==> src/rtl/vga_frame_decoder.sv <==
// Receive-side VGA monitor: checks line/frame timing, locks to the frame and reports the red-pixel bounding box.
// Define VGA_FRAME_DECODER_PIXCOUNT_EN to add obj_count (red visible pixels in the last published frame).
module vga_frame_decoder #(
  parameter int unsigned H_VISIBLE   = 640,
  parameter int unsigned H_FRONT     = 16,
  parameter int unsigned H_SYNC      = 96,
  parameter int unsigned H_BACK      = 48,
  parameter int unsigned V_VISIBLE   = 480,
  parameter int unsigned V_FRONT     = 10,
  parameter int unsigned V_SYNC      = 2,
  parameter int unsigned V_BACK      = 33,
  parameter logic        SYNC_ACTIVE = 1'b0,
  parameter int unsigned PIX_DELAY   = 1,
  parameter int unsigned LOCK_FRAMES = 2
) (
  input  logic        vga_clk,
  input  logic        rst,
  input  logic        hs_in,
  input  logic        vs_in,
  input  logic [3:0]  r_in,
  input  logic [3:0]  g_in,
  input  logic [3:0]  b_in,
  output logic        locked,
  output logic        frame_done,
  output logic        obj_found,
  output logic [9:0]  obj_xmin,
  output logic [9:0]  obj_xmax,
  output logic [9:0]  obj_ymin,
  output logic [9:0]  obj_ymax
`ifdef VGA_FRAME_DECODER_PIXCOUNT_EN
  ,
  output logic [18:0] obj_count
`endif
);

  localparam int unsigned CW      = 10;
  localparam int unsigned H_TOTAL = H_VISIBLE + H_FRONT + H_SYNC + H_BACK;
  localparam int unsigned V_TOTAL = V_VISIBLE + V_FRONT + V_SYNC + V_BACK;
  localparam int unsigned X0      = H_SYNC + H_BACK + PIX_DELAY;
  localparam int unsigned Y0      = V_SYNC + V_BACK;
  localparam int unsigned CNT_MAX = 1023;
  localparam int unsigned LW      = (LOCK_FRAMES > 1) ? $clog2(LOCK_FRAMES) : 1;

  typedef enum logic [1:0] {ST_SEARCH, ST_VERIFY, ST_LOCKED} state_t;

  // input staging
  logic          hs_q, vs_q;
  logic [3:0]    r_q, g_q, b_q;
  logic          hs_act_d;

  always_ff @(posedge vga_clk) begin
    if (rst) begin
      hs_q     <= ~SYNC_ACTIVE;
      vs_q     <= ~SYNC_ACTIVE;
      r_q      <= '0;
      g_q      <= '0;
      b_q      <= '0;
      hs_act_d <= 1'b0;
    end else begin
      hs_q     <= hs_in;
      vs_q     <= vs_in;
      r_q      <= r_in;
      g_q      <= g_in;
      b_q      <= b_in;
      hs_act_d <= (hs_q == SYNC_ACTIVE);
    end
  end

  logic          hs_act_c, vs_act_c, hs_edge_c;
  logic [CW-1:0] h_run, hcnt_c, vcnt;
  logic          vs_samp, bad_acc;
  logic          line_good_c, frame_start_c, frame_good_c;

  assign hs_act_c  = (hs_q == SYNC_ACTIVE);
  assign vs_act_c  = (vs_q == SYNC_ACTIVE);
  assign hs_edge_c = hs_act_c & ~hs_act_d;
  // h_run already holds the incremented count, so the edge cycle reads as 0
  assign hcnt_c        = hs_edge_c ? '0 : h_run;
  assign line_good_c   = (h_run == CW'(H_TOTAL));
  assign frame_start_c = hs_edge_c & vs_act_c & ~vs_samp;
  assign frame_good_c  = ~bad_acc & line_good_c & (vcnt == CW'(V_TOTAL - 1));

  // line/frame counters
  always_ff @(posedge vga_clk) begin
    if (rst) begin
      h_run   <= '0;
      vcnt    <= '0;
      vs_samp <= 1'b0;
      bad_acc <= 1'b0;
    end else begin
      h_run <= (hcnt_c == CW'(CNT_MAX)) ? hcnt_c : hcnt_c + CW'(1);
      if (hs_edge_c) begin
        vs_samp <= vs_act_c;
        if (frame_start_c) begin
          vcnt    <= '0;
          bad_acc <= 1'b0;
        end else begin
          vcnt    <= (vcnt == CW'(CNT_MAX)) ? vcnt : vcnt + CW'(1);
          bad_acc <= bad_acc | ~line_good_c;
        end
      end
    end
  end

  logic          vis_c, red_c, hit_c;
  logic [CW-1:0] x_c, y_c;

  assign vis_c = (hcnt_c >= CW'(X0)) && (hcnt_c < CW'(X0 + H_VISIBLE)) &&
                 (vcnt >= CW'(Y0)) && (vcnt < CW'(Y0 + V_VISIBLE));
  assign red_c = (r_q >= 4'd8) && (g_q < 4'd8) && (b_q < 4'd8);
  assign hit_c = vis_c & red_c;
  assign x_c   = hcnt_c - CW'(X0);
  assign y_c   = vcnt - CW'(Y0);

  logic [CW-1:0] acc_xmin, acc_xmax, acc_ymin, acc_ymax;
  logic [CW-1:0] acc_xmin_nx, acc_xmax_nx, acc_ymin_nx, acc_ymax_nx;
  logic          acc_found, acc_found_nx;
`ifdef VGA_FRAME_DECODER_PIXCOUNT_EN
  localparam int unsigned PIX_MAX = 307200;
  logic [18:0]   acc_cnt, acc_cnt_nx;
`endif

  // running box: restart at frame start, then fold in the current pixel
  always_comb begin
    acc_xmin_nx  = acc_xmin;
    acc_xmax_nx  = acc_xmax;
    acc_ymin_nx  = acc_ymin;
    acc_ymax_nx  = acc_ymax;
    acc_found_nx = acc_found;
`ifdef VGA_FRAME_DECODER_PIXCOUNT_EN
    acc_cnt_nx   = acc_cnt;
`endif
    if (frame_start_c) begin
      acc_xmin_nx  = CW'(CNT_MAX);
      acc_xmax_nx  = '0;
      acc_ymin_nx  = CW'(CNT_MAX);
      acc_ymax_nx  = '0;
      acc_found_nx = 1'b0;
`ifdef VGA_FRAME_DECODER_PIXCOUNT_EN
      acc_cnt_nx   = '0;
`endif
    end
    if (hit_c) begin
      if (x_c < acc_xmin_nx) acc_xmin_nx = x_c;
      if (x_c > acc_xmax_nx) acc_xmax_nx = x_c;
      if (y_c < acc_ymin_nx) acc_ymin_nx = y_c;
      if (y_c > acc_ymax_nx) acc_ymax_nx = y_c;
      acc_found_nx = 1'b1;
`ifdef VGA_FRAME_DECODER_PIXCOUNT_EN
      if (acc_cnt_nx != 19'(PIX_MAX)) acc_cnt_nx = acc_cnt_nx + 19'(1);
`endif
    end
  end

  always_ff @(posedge vga_clk) begin
    if (rst) begin
      acc_xmin  <= CW'(CNT_MAX);
      acc_xmax  <= '0;
      acc_ymin  <= CW'(CNT_MAX);
      acc_ymax  <= '0;
      acc_found <= 1'b0;
`ifdef VGA_FRAME_DECODER_PIXCOUNT_EN
      acc_cnt   <= '0;
`endif
    end else begin
      acc_xmin  <= acc_xmin_nx;
      acc_xmax  <= acc_xmax_nx;
      acc_ymin  <= acc_ymin_nx;
      acc_ymax  <= acc_ymax_nx;
      acc_found <= acc_found_nx;
`ifdef VGA_FRAME_DECODER_PIXCOUNT_EN
      acc_cnt   <= acc_cnt_nx;
`endif
    end
  end

  state_t        state, state_nx;
  logic [LW-1:0] good_cnt, good_cnt_nx;
  logic          publish_c;

  always_ff @(posedge vga_clk) begin
    if (rst) begin
      state    <= ST_SEARCH;
      good_cnt <= '0;
    end else begin
      state    <= state_nx;
      good_cnt <= good_cnt_nx;
    end
  end

  // lock FSM: only acts on frame starts
  always_comb begin
    state_nx    = state;
    good_cnt_nx = good_cnt;
    publish_c   = 1'b0;
    if (frame_start_c) begin
      case (state)
        ST_SEARCH: begin
          state_nx    = ST_VERIFY;
          good_cnt_nx = '0;
        end
        ST_VERIFY: begin
          if (!frame_good_c) begin
            good_cnt_nx = '0;
          end else if (good_cnt == LW'(LOCK_FRAMES - 1)) begin
            state_nx    = ST_LOCKED;
            good_cnt_nx = '0;
          end else begin
            good_cnt_nx = good_cnt + LW'(1);
          end
        end
        ST_LOCKED: begin
          if (frame_good_c) publish_c = 1'b1;
          else              state_nx  = ST_SEARCH;
        end
        default: state_nx = ST_SEARCH;
      endcase
    end
  end

  // published results; the accumulators still hold the completed frame here
  always_ff @(posedge vga_clk) begin
    if (rst) begin
      locked     <= 1'b0;
      frame_done <= 1'b0;
      obj_found  <= 1'b0;
      obj_xmin   <= '0;
      obj_xmax   <= '0;
      obj_ymin   <= '0;
      obj_ymax   <= '0;
`ifdef VGA_FRAME_DECODER_PIXCOUNT_EN
      obj_count  <= '0;
`endif
    end else begin
      locked     <= (state_nx == ST_LOCKED);
      frame_done <= publish_c;
      if (publish_c) begin
        obj_found <= acc_found;
        obj_xmin  <= acc_found ? acc_xmin : '0;
        obj_xmax  <= acc_found ? acc_xmax : '0;
        obj_ymin  <= acc_found ? acc_ymin : '0;
        obj_ymax  <= acc_found ? acc_ymax : '0;
`ifdef VGA_FRAME_DECODER_PIXCOUNT_EN
        obj_count <= acc_cnt;
`endif
      end
    end
  end

endmodule
==> config.mk <==
export PLATFORM = sky130hd
export DESIGN_NAME = vga_frame_decoder
export DESIGN_NICKNAME = d
export VERILOG_FILES = /design/src/rtl/vga_frame_decoder.sv
export SDC_FILE = /design/constraint.sdc
export NUM_CORES = 1
export LEC_CHECK = 0
export ABC_AREA = 1
export CAP_MARGIN = 20
export CORE_ASPECT_RATIO = 0.6
export CORE_MARGIN = 3
export CORE_UTILIZATION = 62
export DETAILED_ROUTE_END_ITERATION = 8
export PLACE_DENSITY_LB_ADDON = 0.05
export SLEW_MARGIN = 10
export SYNTH_ARGS = -nofsm -noshare
export SYNTH_HDL_FRONTEND = slang
export SYNTH_SLANG_ARGS = --single-unit
==> constraint.sdc <==
create_clock -name vga_clk -period 8.02 [get_ports vga_clk]
set_input_delay 1.604 -clock vga_clk [delete_from_list [all_inputs] [get_ports vga_clk]]
set_output_delay 1.604 -clock vga_clk [all_outputs]
set_load 0.01 [all_outputs]
Word-level counts from Yosys, hierarchy flattened
Index checks and enable logic that the tools add are counted.
W data, S select, Z words.
{"block": "totals", "register_bits": 124, "inputBits": 16, "output_inout_bits": 43, "word_cells": 105}
{"block": "classes", "n_addsub": 5, "order_cmp": 11, "n_eq_ne": 8, "n_mux": 34, "n_bitwise": 13, "reduce_logical": 10}
{"op": "$mux W10", "n": 20}
{"op": "$eq A10 B10 Y1 const B", "n": 4}
{"op": "$add A10 B1 Y10 const B", "n": 2}
{"op": "$gt A10 B10 Y1", "n": 2}
{"op": "$lt A10 B10 Y1", "n": 2}
{"op": "$lt A10 B10 Y1 const B", "n": 2}
{"op": "$ge A10 B6 Y1 const B", "n": 1}
{"op": "$ge A10 B8 Y1 const B", "n": 1}
{"op": "$sub A10 B6 Y10 const B", "n": 1}
{"op": "$sub A10 B8 Y10 const B", "n": 1}
{"op": "$lt A4 B4 Y1 const B", "n": 2}
{"op": "$mux W1", "n": 8}
{"op": "$mux W2", "n": 4}
{"op": "$and A1 B1 Y1", "n": 6}
{"op": "$not A1 Y1", "n": 6}
{"op": "$pmux W2 S3", "n": 1}
{"op": "$logic_and A1 B1 Y1", "n": 5}
{"op": "$eq A2 B2 Y1 const B", "n": 2}
{"op": "$ge A4 B4 Y1 const B", "n": 1}
{"op": "$reduce_and A2 Y1", "n": 2}
{"op": "$reduce_bool A2 Y1", "n": 2}
{"op": "$eq A2 B1 Y1 const B", "n": 1}
{"op": "$logic_not A2 Y1", "n": 1}
{"op": "$ne A2 B2 Y1 const B", "n": 1}
{"op": "other kinds (3)", "n": 3}

Longest topological paths before layout
{"block": "logic_depth", "word_depth": 9, "ltp_mapped": 22, "mapped_depth_nobuf": 20}

Least setup slack after synthesis
Ideal clock, no wire load.
{"block": "synth_timing", "path_type": "flip-flop to flip-flop", "from": "register hs_q", "to": "register acc_xmax[5]", "setup_ns": 0.113, "t_arrival_ns": 2.649, "required_ns": 7.907, "setup_slack_ns": 5.258, "path_stages_with_launch": 22, "path_buffers": 4, "period_less_slack_ns": 2.762, "cell_sequence": "dfxtp_1 > nor2_4 > buf_6 > nand3_4 > clkbuf_1 > clkbuf_1 > nand2_1 > ha_1 > inv_1 > nor2_1 > o21ai_0 > nand3_1 > nand2_1 > nand2_1 > nand2_1 > nand2_1 > nand3b_1 > nand3_4 > buf_6 > nand2_2 > nand2_1 > nor2_1"}
{"block": "synth_between", "elab_chain_cells": 9, "elab_cells_between_ends": 16, "classes_between": "add/sub: 1; order compare: 3; mux: 4; bitwise: 5; reduce/logical: 3"}
{"element": "start: declaration", "line_no": "47", "source": "logic hs_q, vs_q;"}
{"element": "start signal: assignment", "line_no": "53", "source": "hs_q <= ~SYNC_ACTIVE;"}
{"element": "start signal: assignment", "line_no": "60", "source": "hs_q <= hs_in;"}
{"element": "$not A1 Y1 (*)", "line_no": "74", "source": "assign hs_act_c = (hs_q == SYNC_ACTIVE);"}
{"element": "$and A1 B1 Y1 (*)", "line_no": "76", "source": "assign hs_edge_c = hs_act_c & ~hs_act_d;"}
{"element": "branches (longest 6 deep; another with $sub A10 B8 Y10)"}
{"element": "$mux W10 (*)", "line_no": "143", "source": "if (hit_c) begin"}
{"element": "end signal: assignment", "line_no": "167", "source": "acc_xmax <= acc_xmax_nx;"}
{"element": "end: declaration", "line_no": "115", "source": "logic [CW-1:0] acc_xmin, acc_xmax, acc_ymin, acc_ymax;"}
Every way passes the cells marked *.
A chain may end at the register's enable or synchronous reset.

Worst setup path in the final report
{"block": "layout_timing", "from": "register vcnt[0]", "to": "register acc_ymax[0]"}
{"block": "layout_between", "elab_chain_cells": 5, "elab_cells_between_ends": 9, "classes_between": "add/sub: 1; order compare: 3; mux: 2; bitwise: 1; reduce/logical: 2"}
{"element": "start: declaration", "line_no": "70", "source": "logic [CW-1:0] h_run, hcnt_c, vcnt;"}
{"element": "start signal: assignment", "line_no": "98", "source": "vcnt <= (vcnt == CW'(CNT_MAX)) ? vcnt : vcnt + CW'(1);"}
{"element": "branches (longest 4 deep; another with $sub A10 B6 Y10)"}
{"element": "$mux W10 (*)", "line_no": "143"}
{"element": "end signal: assignment", "line_no": "169", "source": "acc_ymax <= acc_ymax_nx;"}
{"element": "end: declaration", "line_no": "115"}
Marks and branches as above.

==> impl_results.md <==
- Worst Path Required: 8290 ps
- Total die area: 11100 µm²
- Area Growth Syn to Fin: 18.9%
- Endpoints failing hold: 0
- CP Max Fanout: 20
- Final setup viols: 0
- IO buf count: 49
- CTS max path bufs: 2
- Number of flops mapped to enable cells by yosys: 0
- Commonest register cell after synthesis: dfxtp_1
- Fill cell total of the finished layout: 699
- Die Ht: 82.8 µm
- RSZ-0062 raised after global routing: no
- Final instance area: 7240 µm²
- Via Count: 5774
- Synth area leaders: dfxtp_1, nand2_1, ha_1, inv_1, a21oi_1
- P_leak: 3.43 nW
- Layout cells sized above 1: 8.49%
- Core region area: 9360 µm²
- Ant diodes: 0
- Clk_lat worst skew: 410 ps
- CP most frequent cell: nand2_1
- Clock Skews: 9.73 ps
- Synth unique cells: 44
- WS Path Type: register to register
- Top cell type's share of synthesized area: 37.8%
- Dpl ws: 4450 ps
- Root Buffer: clkbuf_16
- Initial antenna violation count: 0
- Die width: 134 µm
- Global-route usage over all layers: 28.7%
- Dpl cell area: 6620 µm²
- M3 GR Usage: 8.05%
- Vias in the first global route: 5363
- Worst-path cell chain: ha_1 > nor2_1 > nand2_1 > o21ai_0 > nand2_1 > xor2_1 > inv_1 > ha_1 > nand2_1 > nor2_1 > o211ai_1 > o2111ai_1 > nand3_1 > o21ai_0 > a21oi_1
- Met1 Usage GRT: 38.0%
- Critical Path Max Stage Delay: 520 ps
- Crit share post-route: 45.2%
- Tightest Pin Transition: 712 ps
- CP startpoint kind: register
- CTS tree: yes
- Post-synth net total: 931
- WL per Instance: 14.3 µm
- Post_cts resized: 0
- CTS Buf Count: 17
- Pwr dens: 197 nW/µm²
- Commonest cells post-synth: nand2_1, dfxtp_1, inv_1, a21oi_1, nor2_1
- Min Clock Period, post-route: 3630 ps
- Io pins: 59
- WP data arrival: 3890 ps
- Total Nets Final: 971
- Hold slack: 461 ps
- Met2 Track Usage GR: 45.1%
- Max cap viols: 0
- Clock Sink Count: 115
- Sequential share of the synthesized area: 37.8%
- DRT Pass-1 Iters: 5
- Initial DRC Count: 411
- Post-synth top area cell: dfxtp_1
- Slowest stage cell, crit path: nand3_1
- Crit. End Element: register
- FF+latch count, synth: 115
- First-pass GRT wire length: 25.2 mm
- Via-to-Cell Ratio: 5.45
- Initial core utilization: 65.0%
- Final setup margin: 4390 ps
- Max_slew headroom: 52.6%
- Busiest grt layer: met2
- VDD IR max: 0.157 mV
- Clock transition at the registers of the reported paths: 50 ps
- Post-synth ARST share: 0%
- H-Tree Level Count: 4
- Post-CTS Setup Bufs: 0
- Tot Pwr: 0.00143 W
- Maximum clock frequency: 276 MHz
- Hold crit path type: register to register
- # DRC: 0
- DRT antenna net count: 0
- Grt total ovfl: 0
- Outcome: finished, final reports clean
- Post-DP HPWL: 10.3 mm
- Warnings, synthesis: 0
- Post-Syn Instances: 878
- Post-Syn Area: 6090 µm²
- Global placement routability congestion: 0.977
- Row cnt: 27
- WL final: 15.1 mm
- Hold Buf Count CTS: 0
- Largest net degree at the start of global routing: 66
- Most frequent cell after synthesis: nand2_1
- Fin Setup TNS: 0 ps
- Mapped Avg Cell Area: 6.93 µm²
- Final Max Tran Viols: 0
## routing by layer
layer,vias up,part of all wire (%)
met4,0,1.7
met5,-,0
met2,263,42
li1,2878,-
met1,2598,47
met3,35,9.6
## final cells by class
| class | count | area, µm² | share of cell area (%) |
|---|---|---|---|
| Tap cell | 130 | 163 | 2.25 |
| Inverter | 109 | 409 | 5.65 |
| Timing Repair Buffer | 54 | 523 | 7.23 |
| Clock buffer | 20 | 457 | 6.31 |
| Multi-Input combinational cell | 621 | 3220 | 44.6 |
| Clock inverter | 11 | 159 | 2.20 |
| Sequential cell | 115 | 2300 | 31.8 |
## flip-flops by register name (all words and copies together) (netlist names), 2 cells and up
register  cells
vcnt         10
state         2
obj_xmin     10
acc_ymax     10
obj_ymax     10
acc_xmin     10
acc_xmax     10
h_run        10
acc_ymin     10
obj_xmax     10
obj_ymin     10
## stage by stage
step                cells  utilization, %
finish               1060            77.3
global route         1060            77.3
CTS                  1060            77.3
detailed placement   1029            70.8
global placement     1029            70.8
floorplan             878               -
## cells in the final DEF (no fill, tap or decap), types with 3 or more instances in the layout
cell	instances
nand2_4	4
clkbuf_16	17
nand3_1	45
clkdlybuf4s50_1	48
nand2_1	277
or2_2	4
nand4_1	8
bufinv_16	4
a21oi_1	77
nand2_2	8
nor3_1	6
inv_1	106
a31oi_1	3
dfxtp_1	115
nand3b_1	4
o21ai_0	33
o21ai_1	3
nor2_2	10
nor2_4	5
a211oi_1	3
buf_4	5
clkinv_2	6
nor2_1	60
xor2_1	7
nand3_4	3
ha_1	37
## path summary, 6_finish.rpt
check	start	depth (start not counted)	slack, ps	to
worst min register to register	acc_ymax[4]	2	460	obj_ymax[4]
worst max-delay path	vcnt[0]	15	4390	acc_ymax[0]
worst max register to register	vcnt[0]	15	4390	acc_ymax[0]
worst min-delay path	acc_ymax[4]	2	460	obj_ymax[4]
## worst max-delay path: cells and delay by family, from the launching register on
kind                       cells  cell delay [ps]
and+or+nand+nor                6             1120
AOI/OAI and AO/OA              5              960
adders and majority gates      2              600
DFF                            1              420
xor gates and xnor gates       1              230
buffers and inverters          1              150
## cell families (layout without fill, tap and decap cells)
logic type                 Yosys count  after routing  synth area share (%)
and+or+nand+nor                    442            442                  32.2
buffers and inverters              142            194                  9.21
adders and majority gates           37             37                  7.61
xor gates and xnor gates             7              7                  1.01
AOI/OAI and AO/OA                  135            135                  12.2
DFF                                115            115                  37.8
## power breakdown
group | switching [W] | internal (W) | total (W)
registers | 0.00000318 | 0.000576 | 0.000579
clock network | 0.000257 | 0.000531 | 0.000788
logic | 0.0000425 | 0.0000176 | 0.0000601
No activity file was read; power rests on OpenSTA's default activity.
